File: src/rtl/btn_pkg.sv
// Shared constants and small helpers for the button/switch counter controller.
package btn_pkg;

    // Request indices; lower index wins arbitration.
    localparam logic [1:0] REQ_KEY_UP = 2'd0;
    localparam logic [1:0] REQ_KEY_DN = 2'd1;
    localparam logic [1:0] REQ_SW_UP  = 2'd2;
    localparam logic [1:0] REQ_SW_DN  = 2'd3;

    localparam int NUM_REQ = 4;

    // Resting levels of the raw pins: buttons are active-low, switches active-high.
    localparam logic KEY_IDLE = 1'b1;
    localparam logic SW_IDLE  = 1'b0;

    // Isolate the lowest set bit, giving a one-hot fixed-priority grant.
    function automatic logic [3:0] lowest_set(input logic [3:0] v);
        return v & (~v + 4'd1);
    endfunction

    // Encode a one-hot grant into its request index.
    function automatic logic [1:0] onehot_to_idx(input logic [3:0] oh);
        logic [1:0] idx;
        case (oh)
            4'b0001: idx = REQ_KEY_UP;
            4'b0010: idx = REQ_KEY_DN;
            4'b0100: idx = REQ_SW_UP;
            4'b1000: idx = REQ_SW_DN;
            default: idx = 2'd0;
        endcase
        return idx;
    endfunction

endpackage

File: src/rtl/button_count_ctrl_if.sv
// Board-side bundle: raw pins in, counters and event strobe out.
interface button_count_ctrl_if #(
    parameter int CNT_W = 7
);
    logic [1:0]       KEY;
    logic [1:0]       SW;
    logic [CNT_W-1:0] count_KEY;
    logic [CNT_W-1:0] count_SW;
    logic             evt_valid;
    logic [1:0]       evt_id;

    // Board / stimulus side: drives pins, observes counters.
    modport master (
        output KEY,
        output SW,
        input  count_KEY,
        input  count_SW,
        input  evt_valid,
        input  evt_id
    );

    // Controller side.
    modport slave (
        input  KEY,
        input  SW,
        output count_KEY,
        output count_SW,
        output evt_valid,
        output evt_id
    );
endinterface

File: src/rtl/btn_debounce.sv
// One input bit: synchroniser, stability counter, accepted level and a
// single-cycle pulse when the accepted level leaves its idle value.
module btn_debounce #(
    parameter int   SYNC_STG  = 2,
    parameter int   DB_CYCLES = 500000,
    parameter logic IDLE      = 1'b0
) (
    input  logic clk,
    input  logic rst_n,
    input  logic raw_i,
    output logic act_o
);
    localparam int CW = (DB_CYCLES > 1) ? $clog2(DB_CYCLES) : 1;
    localparam logic [CW-1:0] CNT_LAST = CW'(DB_CYCLES - 1);

    logic [SYNC_STG-1:0] sync_q;
    logic [CW-1:0]       cnt_q, cnt_d;
    logic                stable_q, stable_d;
    logic                prev_q;
    logic                synced_s;

    assign synced_s = sync_q[SYNC_STG-1];

    // Metastability chain, preset to the idle level so reset looks like "nothing pressed".
    always_ff @(posedge clk or negedge rst_n) begin
        if (!rst_n) begin
            sync_q <= {SYNC_STG{IDLE}};
        end else begin
            sync_q <= {sync_q[SYNC_STG-2:0], raw_i};
        end
    end

    // Accept the synced level only after it has differed for DB_CYCLES consecutive clocks.
    always_comb begin
        cnt_d    = cnt_q;
        stable_d = stable_q;
        if (synced_s == stable_q) begin
            cnt_d = '0;
        end else if (cnt_q == CNT_LAST) begin
            stable_d = synced_s;
            cnt_d    = '0;
        end else begin
            cnt_d = cnt_q + CW'(1);
        end
    end

    // Counter, accepted level and its one-cycle-delayed copy for edge detection.
    always_ff @(posedge clk or negedge rst_n) begin
        if (!rst_n) begin
            cnt_q    <= '0;
            stable_q <= IDLE;
            prev_q   <= IDLE;
        end else begin
            cnt_q    <= cnt_d;
            stable_q <= stable_d;
            prev_q   <= stable_q;
        end
    end

    // Only the transition away from idle is an action; returning to idle is silent.
    assign act_o = (stable_q != IDLE) && (prev_q == IDLE);

endmodule

File: src/rtl/button_count_ctrl.sv
// Turns debounced KEY/SW actions into one +1/-1 step each on two counters,
// queuing simultaneous actions and servicing them one per clock by priority.
module button_count_ctrl
    import btn_pkg::*;
#(
    parameter int CNT_W     = 7,
    parameter int DB_CYCLES = 500000,
    parameter int SYNC_STG  = 2
) (
    input  logic                 clk,
    input  logic                 rst_n,
    button_count_ctrl_if.slave   bus
);
    logic [1:0]       rst_sync_q;
    logic             rst_int_n;
    logic [3:0]       req_s;
    logic [3:0]       grant_s;
    logic [1:0]       grant_idx_s;
    logic [3:0]       pend_q, pend_d;
    logic [CNT_W-1:0] count_key_q, count_key_d;
    logic [CNT_W-1:0] count_sw_q, count_sw_d;
    logic             evt_valid_q, evt_valid_d;
    logic [1:0]       evt_id_q, evt_id_d;

    // Reset asserts immediately but releases synchronously to clk.
    always_ff @(posedge clk or negedge rst_n) begin
        if (!rst_n) begin
            rst_sync_q <= 2'b00;
        end else begin
            rst_sync_q <= {rst_sync_q[0], 1'b1};
        end
    end

    assign rst_int_n = rst_sync_q[1];

    btn_debounce #(.SYNC_STG(SYNC_STG), .DB_CYCLES(DB_CYCLES), .IDLE(KEY_IDLE)) u_db_key0 (
        .clk(clk), .rst_n(rst_int_n), .raw_i(bus.KEY[0]), .act_o(req_s[REQ_KEY_UP])
    );
    btn_debounce #(.SYNC_STG(SYNC_STG), .DB_CYCLES(DB_CYCLES), .IDLE(KEY_IDLE)) u_db_key1 (
        .clk(clk), .rst_n(rst_int_n), .raw_i(bus.KEY[1]), .act_o(req_s[REQ_KEY_DN])
    );
    btn_debounce #(.SYNC_STG(SYNC_STG), .DB_CYCLES(DB_CYCLES), .IDLE(SW_IDLE)) u_db_sw0 (
        .clk(clk), .rst_n(rst_int_n), .raw_i(bus.SW[0]), .act_o(req_s[REQ_SW_UP])
    );
    btn_debounce #(.SYNC_STG(SYNC_STG), .DB_CYCLES(DB_CYCLES), .IDLE(SW_IDLE)) u_db_sw1 (
        .clk(clk), .rst_n(rst_int_n), .raw_i(bus.SW[1]), .act_o(req_s[REQ_SW_DN])
    );

    assign grant_s     = lowest_set(pend_q);
    assign grant_idx_s = onehot_to_idx(grant_s);

    // Pending bookkeeping and the shared adder; a new request beats a same-cycle grant clear.
    always_comb begin
        pend_d      = (pend_q & ~grant_s) | req_s;
        count_key_d = count_key_q;
        count_sw_d  = count_sw_q;
        evt_valid_d = 1'b0;
        evt_id_d    = evt_id_q;
        if (grant_s != 4'b0000) begin
            evt_valid_d = 1'b1;
            evt_id_d    = grant_idx_s;
            case (grant_idx_s)
                REQ_KEY_UP: count_key_d = count_key_q + CNT_W'(1);
                REQ_KEY_DN: count_key_d = count_key_q - CNT_W'(1);
                REQ_SW_UP:  count_sw_d  = count_sw_q + CNT_W'(1);
                REQ_SW_DN:  count_sw_d  = count_sw_q - CNT_W'(1);
                default:    begin end
            endcase
        end else begin
            evt_valid_d = 1'b0;
        end
    end

    // State and registered outputs; reset drops any queued requests.
    always_ff @(posedge clk or negedge rst_int_n) begin
        if (!rst_int_n) begin
            pend_q      <= 4'b0000;
            count_key_q <= '0;
            count_sw_q  <= '0;
            evt_valid_q <= 1'b0;
            evt_id_q    <= 2'd0;
        end else begin
            pend_q      <= pend_d;
            count_key_q <= count_key_d;
            count_sw_q  <= count_sw_d;
            evt_valid_q <= evt_valid_d;
            evt_id_q    <= evt_id_d;
        end
    end

    assign bus.count_KEY = count_key_q;
    assign bus.count_SW  = count_sw_q;
    assign bus.evt_valid = evt_valid_q;
    assign bus.evt_id    = evt_id_q;

endmodule
File: src/flat_wrapper.sv
// flat-port wrapper written by rule: the top's interface ports become plain ports
module button_count_ctrl_flat import btn_pkg::*;
#(
    parameter int CNT_W     = 7,
    parameter int DB_CYCLES = 500000,
    parameter int SYNC_STG  = 2
)
  (clk, rst_n, bus_KEY, bus_SW, bus_count_KEY, bus_count_SW, bus_evt_valid, bus_evt_id);
  button_count_ctrl_if #(.CNT_W(CNT_W)) bus_i ();
  input  logic clk;
  input  logic rst_n;
  input wire logic [$bits(bus_i.KEY)-1:0] bus_KEY;
  input wire logic [$bits(bus_i.SW)-1:0] bus_SW;
  output wire logic [$bits(bus_i.count_KEY)-1:0] bus_count_KEY;
  output wire logic [$bits(bus_i.count_SW)-1:0] bus_count_SW;
  output wire logic [$bits(bus_i.evt_valid)-1:0] bus_evt_valid;
  output wire logic [$bits(bus_i.evt_id)-1:0] bus_evt_id;
  assign bus_i.KEY = bus_KEY;
  assign bus_i.SW = bus_SW;
  assign bus_count_KEY = bus_i.count_KEY;
  assign bus_count_SW = bus_i.count_SW;
  assign bus_evt_valid = bus_i.evt_valid;
  assign bus_evt_id = bus_i.evt_id;
  button_count_ctrl #(.CNT_W(CNT_W), .DB_CYCLES(DB_CYCLES), .SYNC_STG(SYNC_STG)) u_core (.clk(clk), .rst_n(rst_n), .bus(bus_i));
endmodule
File: config.mk
export PLATFORM = sky130hd
export DESIGN_NAME = button_count_ctrl_flat
export DESIGN_NICKNAME = d
export VERILOG_FILES = /design/src/rtl/btn_pkg.sv /design/src/rtl/button_count_ctrl_if.sv /design/src/rtl/btn_debounce.sv /design/src/rtl/button_count_ctrl.sv /design/src/flat_wrapper.sv
export SDC_FILE = /design/constraint.sdc
export NUM_CORES = 1
export LEC_CHECK = 0
export ABC_CLOCK_PERIOD_IN_PS = 3540
export CORE_ASPECT_RATIO = 1.5
export CORE_UTILIZATION = 45
export CTS_CLUSTER_DIAMETER = 200
export DETAILED_ROUTE_END_ITERATION = 8
export PLACE_DENSITY_LB_ADDON = 0.2
export SETUP_SLACK_MARGIN = 0.1
export SYNTH_ARGS = -nofsm -noshare
export SYNTH_HDL_FRONTEND = slang
export SYNTH_SLANG_ARGS = --single-unit
File: constraint.sdc
create_clock -name clk -period 3.54 [get_ports clk]
set_clock_uncertainty 0.2 [all_clocks]
set_input_delay 0.531 -clock clk [delete_from_list [all_inputs] [get_ports clk]]
set_output_delay 0.531 -clock clk [all_outputs]
set_load 0.02 [all_outputs]
==> run metrics <==
share of layout cells above drive strength 1 0.1059; fin cells 729; Worst-Margin Slew 0.7366 ns; failing checks DRC; CP max FO 7; Min Clock Period, post-route approximately 2.5 ns; gp weighted congestion a little over 0.8; Warnings, synthesis 0; DR vias/cell 5.145; antenna diode count 0; Die Wd 92.20 um; R2R cell count 8; TritonCTS clock tree yes; Worst setup endpoint u_core.bus.count_KEY[6]; std cell rows 49; Worst EP required between 3 and 4 ns; post-CTS setup repair buffer count 0; outcome finished with violations; Worst VDD drop 0.3518 mV; Worst Hold Class primary input to async pin; Post-Synthesis Cells 530; worst rel slew slack 0.5089; Seq/Total Area, Yosys 0.5259; Yosys reg bits 115; Slowest-stage cell, CP dfrtp_1; Worst Setup End Kind flip-flop; DIE AREA 12660 um^2; largest net degree at the start of global routing 61; area delta synth->final 17.54%; fin nets 585; CTS buffer count 17; CTS Sinks 115; DR WL/cell about 13 um; io pins 23; Crit path depth 8; Cell Chain, Critical Path nand2b_1 -> inv_1 -> ha_1 -> nor2b_4 -> o31a_1 -> or4_1 -> nand3_1 -> xor2_1; reg2reg setup slack around 1.1 ns; Avg Cell Area, Syn 10.36 um^2; max incr delay on CP between 0.4 and 0.5 ns; Max Slew Vio Count 0; die height about 140 um; RSZ-0062 raised after global routing no; CTS resizes 0; port buffer count 22; first-pass GRT wire length 16970 um; Max Cap Viol 0; worst r2r src u_core.pend_q[0]; crit path buf inv count 1; Crit. Startpoint u_core.pend_q[0]; setup TNS 0 ns; Worst setup SP type flip-flop; fin crit share 0.7020; root buffer cell clkbuf_16; worst-skew pair later-pin latency ~0.4 ns; Vias 3751; htree depth 4; Core Region 11960 um^2; clock-pin slew on the worst setup and hold paths 0.05 ns; antenna-violating nets left 0; HPWL Detailed 6520 um; initial antenna violation count 0; initial drt markers 106; most common flop cell mapped by yosys dfrtp_1; final hold vios 0; leading cell type in the layout, fill and taps excluded dfrtp_1; asr flop ratio synth 1.000; most frequent cells in the layout 106 x dfrtp_1, 103 x nor2_1, 40 x xor2_1, 39 x xnor2_1, 37 x nand2_1; aggregate global routing overflow 0; kind of critical path flip-flop to flip-flop; P_leak 2.863 nW; number of library cell types mapped by synthesis 54; worst-case clock buffer depth 2; Fill cells 1071; Mapped Area 5492 um^2; initial cell density of the core 0.4593; gr usage total 0.1719; hold buffer count at CTS 0; vias in the first global route 3827; r2r endpoint u_core.bus.count_KEY[6]; Final setup violation count 0; f_max roughly 400 MHz; Data arrival, critical path 2.61 ns; Post-synth EDFFs 0; Cell Pwr Density 486.3 nW/um^2; cell family with most CP delay simple AND/OR/NAND/NOR gates; drt first pass iters 6; DRC Markers 2; Inst Count DP 697; syn_nets 552; drt total wl between 9000 and 10000 um
## cell families after synthesis
logic type	synth area share
and+or+nand+nor	0.2272
DFF	0.5259
xor gates and xnor gates	0.1260
AOI/OAI and AO/OA	0.04306
buffers and inverters	0.02825
adders and majority gates	0.03919
muxes	0.009797
other	0.0006829
## state kept, by name, summed over array words and instances, names as in the netlist, 2 cells and up
signal	count
u_core.bus.count_KEY	7
u_core.bus.evt_id	2
u_core.rst_sync_q	2
u_core.u_db_sw1.cnt_q	19
u_core.pend_q	4
u_core.u_db_key1.cnt_q	19
u_core.u_db_sw1.sync_q	2
u_core.u_db_key1.sync_q	2
u_core.bus.count_SW	7
u_core.u_db_sw0.cnt_q	19
u_core.u_db_key0.sync_q	2
u_core.u_db_key0.cnt_q	19
u_core.u_db_sw0.sync_q	2
## Yosys cell counts (2+ instances only)
| master | number | area, um^2 |
|---|---|---|
| o21a_1 | 2 | 15.01 |
| and2_1 | 2 | 12.51 |
| nor4_1 | 4 | 25.02 |
| nor2_1 | 103 | 386.6 |
| or3_1 | 2 | 12.51 |
| o31a_1 | 2 | 17.52 |
| nor4bb_1 | 2 | 20.02 |
| o21ai_0 | 13 | 65.06 |
| dfrtp_1 | 107 | 2678 |
| and3_1 | 13 | 81.33 |
| and4_1 | 3 | 26.28 |
| xnor2_1 | 39 | 341.6 |
| a211o_1 | 2 | 17.52 |
| or2_1 | 4 | 25.02 |
| nor3_2 | 3 | 30.03 |
| nor4_2 | 3 | 37.54 |
| nand4_1 | 17 | 106.4 |
| xor2_1 | 40 | 350.3 |
| ha_1 | 14 | 175.2 |
| nand2b_1 | 2 | 12.51 |
| mux2i_1 | 2 | 20.02 |
| fa_1 | 2 | 40.04 |
| or2_2 | 3 | 18.77 |
| a21oi_1 | 4 | 20.02 |
| buf_4 | 4 | 30.03 |
| buf_6 | 4 | 45.04 |
| nor3_1 | 8 | 40.04 |
| nand2_1 | 37 | 138.9 |
| a21o_1 | 5 | 37.54 |
| a211oi_1 | 2 | 15.01 |
| nor2b_1 | 4 | 25.02 |
| and4_4 | 2 | 22.52 |
| nor3b_1 | 3 | 22.52 |
| nand3_1 | 26 | 130.1 |
| inv_1 | 19 | 71.32 |
| dfstp_2 | 8 | 210.2 |
| mux2_2 | 3 | 33.78 |
## worst min path at each step
| stage | from | end | slack (ns) | cells past startpoint |
|---|---|---|---|---|
| 4_1_cts | rst_n | u_core.rst_sync_q[1] | 0.07 | 1 |
| 3_3_place_gp | u_core.u_db_sw1.sync_q[0] | u_core.u_db_sw1.sync_q[1] | 0.14 | 0 |
| 2_1_floorplan | rst_n | u_core.rst_sync_q[0] | 0.04 | 0 |
| 6_report | rst_n | u_core.rst_sync_q[1] | 0.09 | 1 |
| 3_5_place_dp | u_core.rst_sync_q[0] | u_core.rst_sync_q[1] | 0.14 | 0 |
| 5_1_grt | rst_n | u_core.rst_sync_q[1] | 0.08 | 1 |
## cell type report
type / count / area [um^2] / share of cell area
Inverter: 19 / 71.32 / 0.01105
Multi-Input combinational cell: 386 / 2449 / 0.3793
Clock inverter: 10 / 130.1 / 0.02016
Tap cell: 153 / 191.4 / 0.02966
Timing Repair Buffer: 24 / 247.7 / 0.03838
Clock buffer: 22 / 474.2 / 0.07346
Sequential cell: 115 / 2892 / 0.4480
## where the power goes
part	total, mW	switching (mW)	internal, mW
combinational	0.0591	0.0385	0.0206
sequential	1.36	0.0258	1.34
clock	1.72	0.563	1.15
## stage by stage
stage                     worst slack (ns)  utilization  power [mW]  hold slack, ns  instance area [um^2]
after floorplan                      1.174            -       1.425         0.03541                  5493
after global placement               1.134       0.4894       1.443          0.1373                  5851
after detailed placement             1.081       0.4894       1.446          0.1394                  5851
after CTS                            1.047       0.5399       3.180         0.07309                  6455
after global routing                0.9247       0.5399       3.255         0.07836                  6455
final                                1.055       0.5399       3.139         0.08603                  6455
## per-layer routing
metal	share of wire	GRT usage
met5	0	0
met4	0.015	0.06597
met3	0.026	0.04691
met2	0.53	0.3101
met1	0.43	0.1923
(Power assumes the default switching activity.)
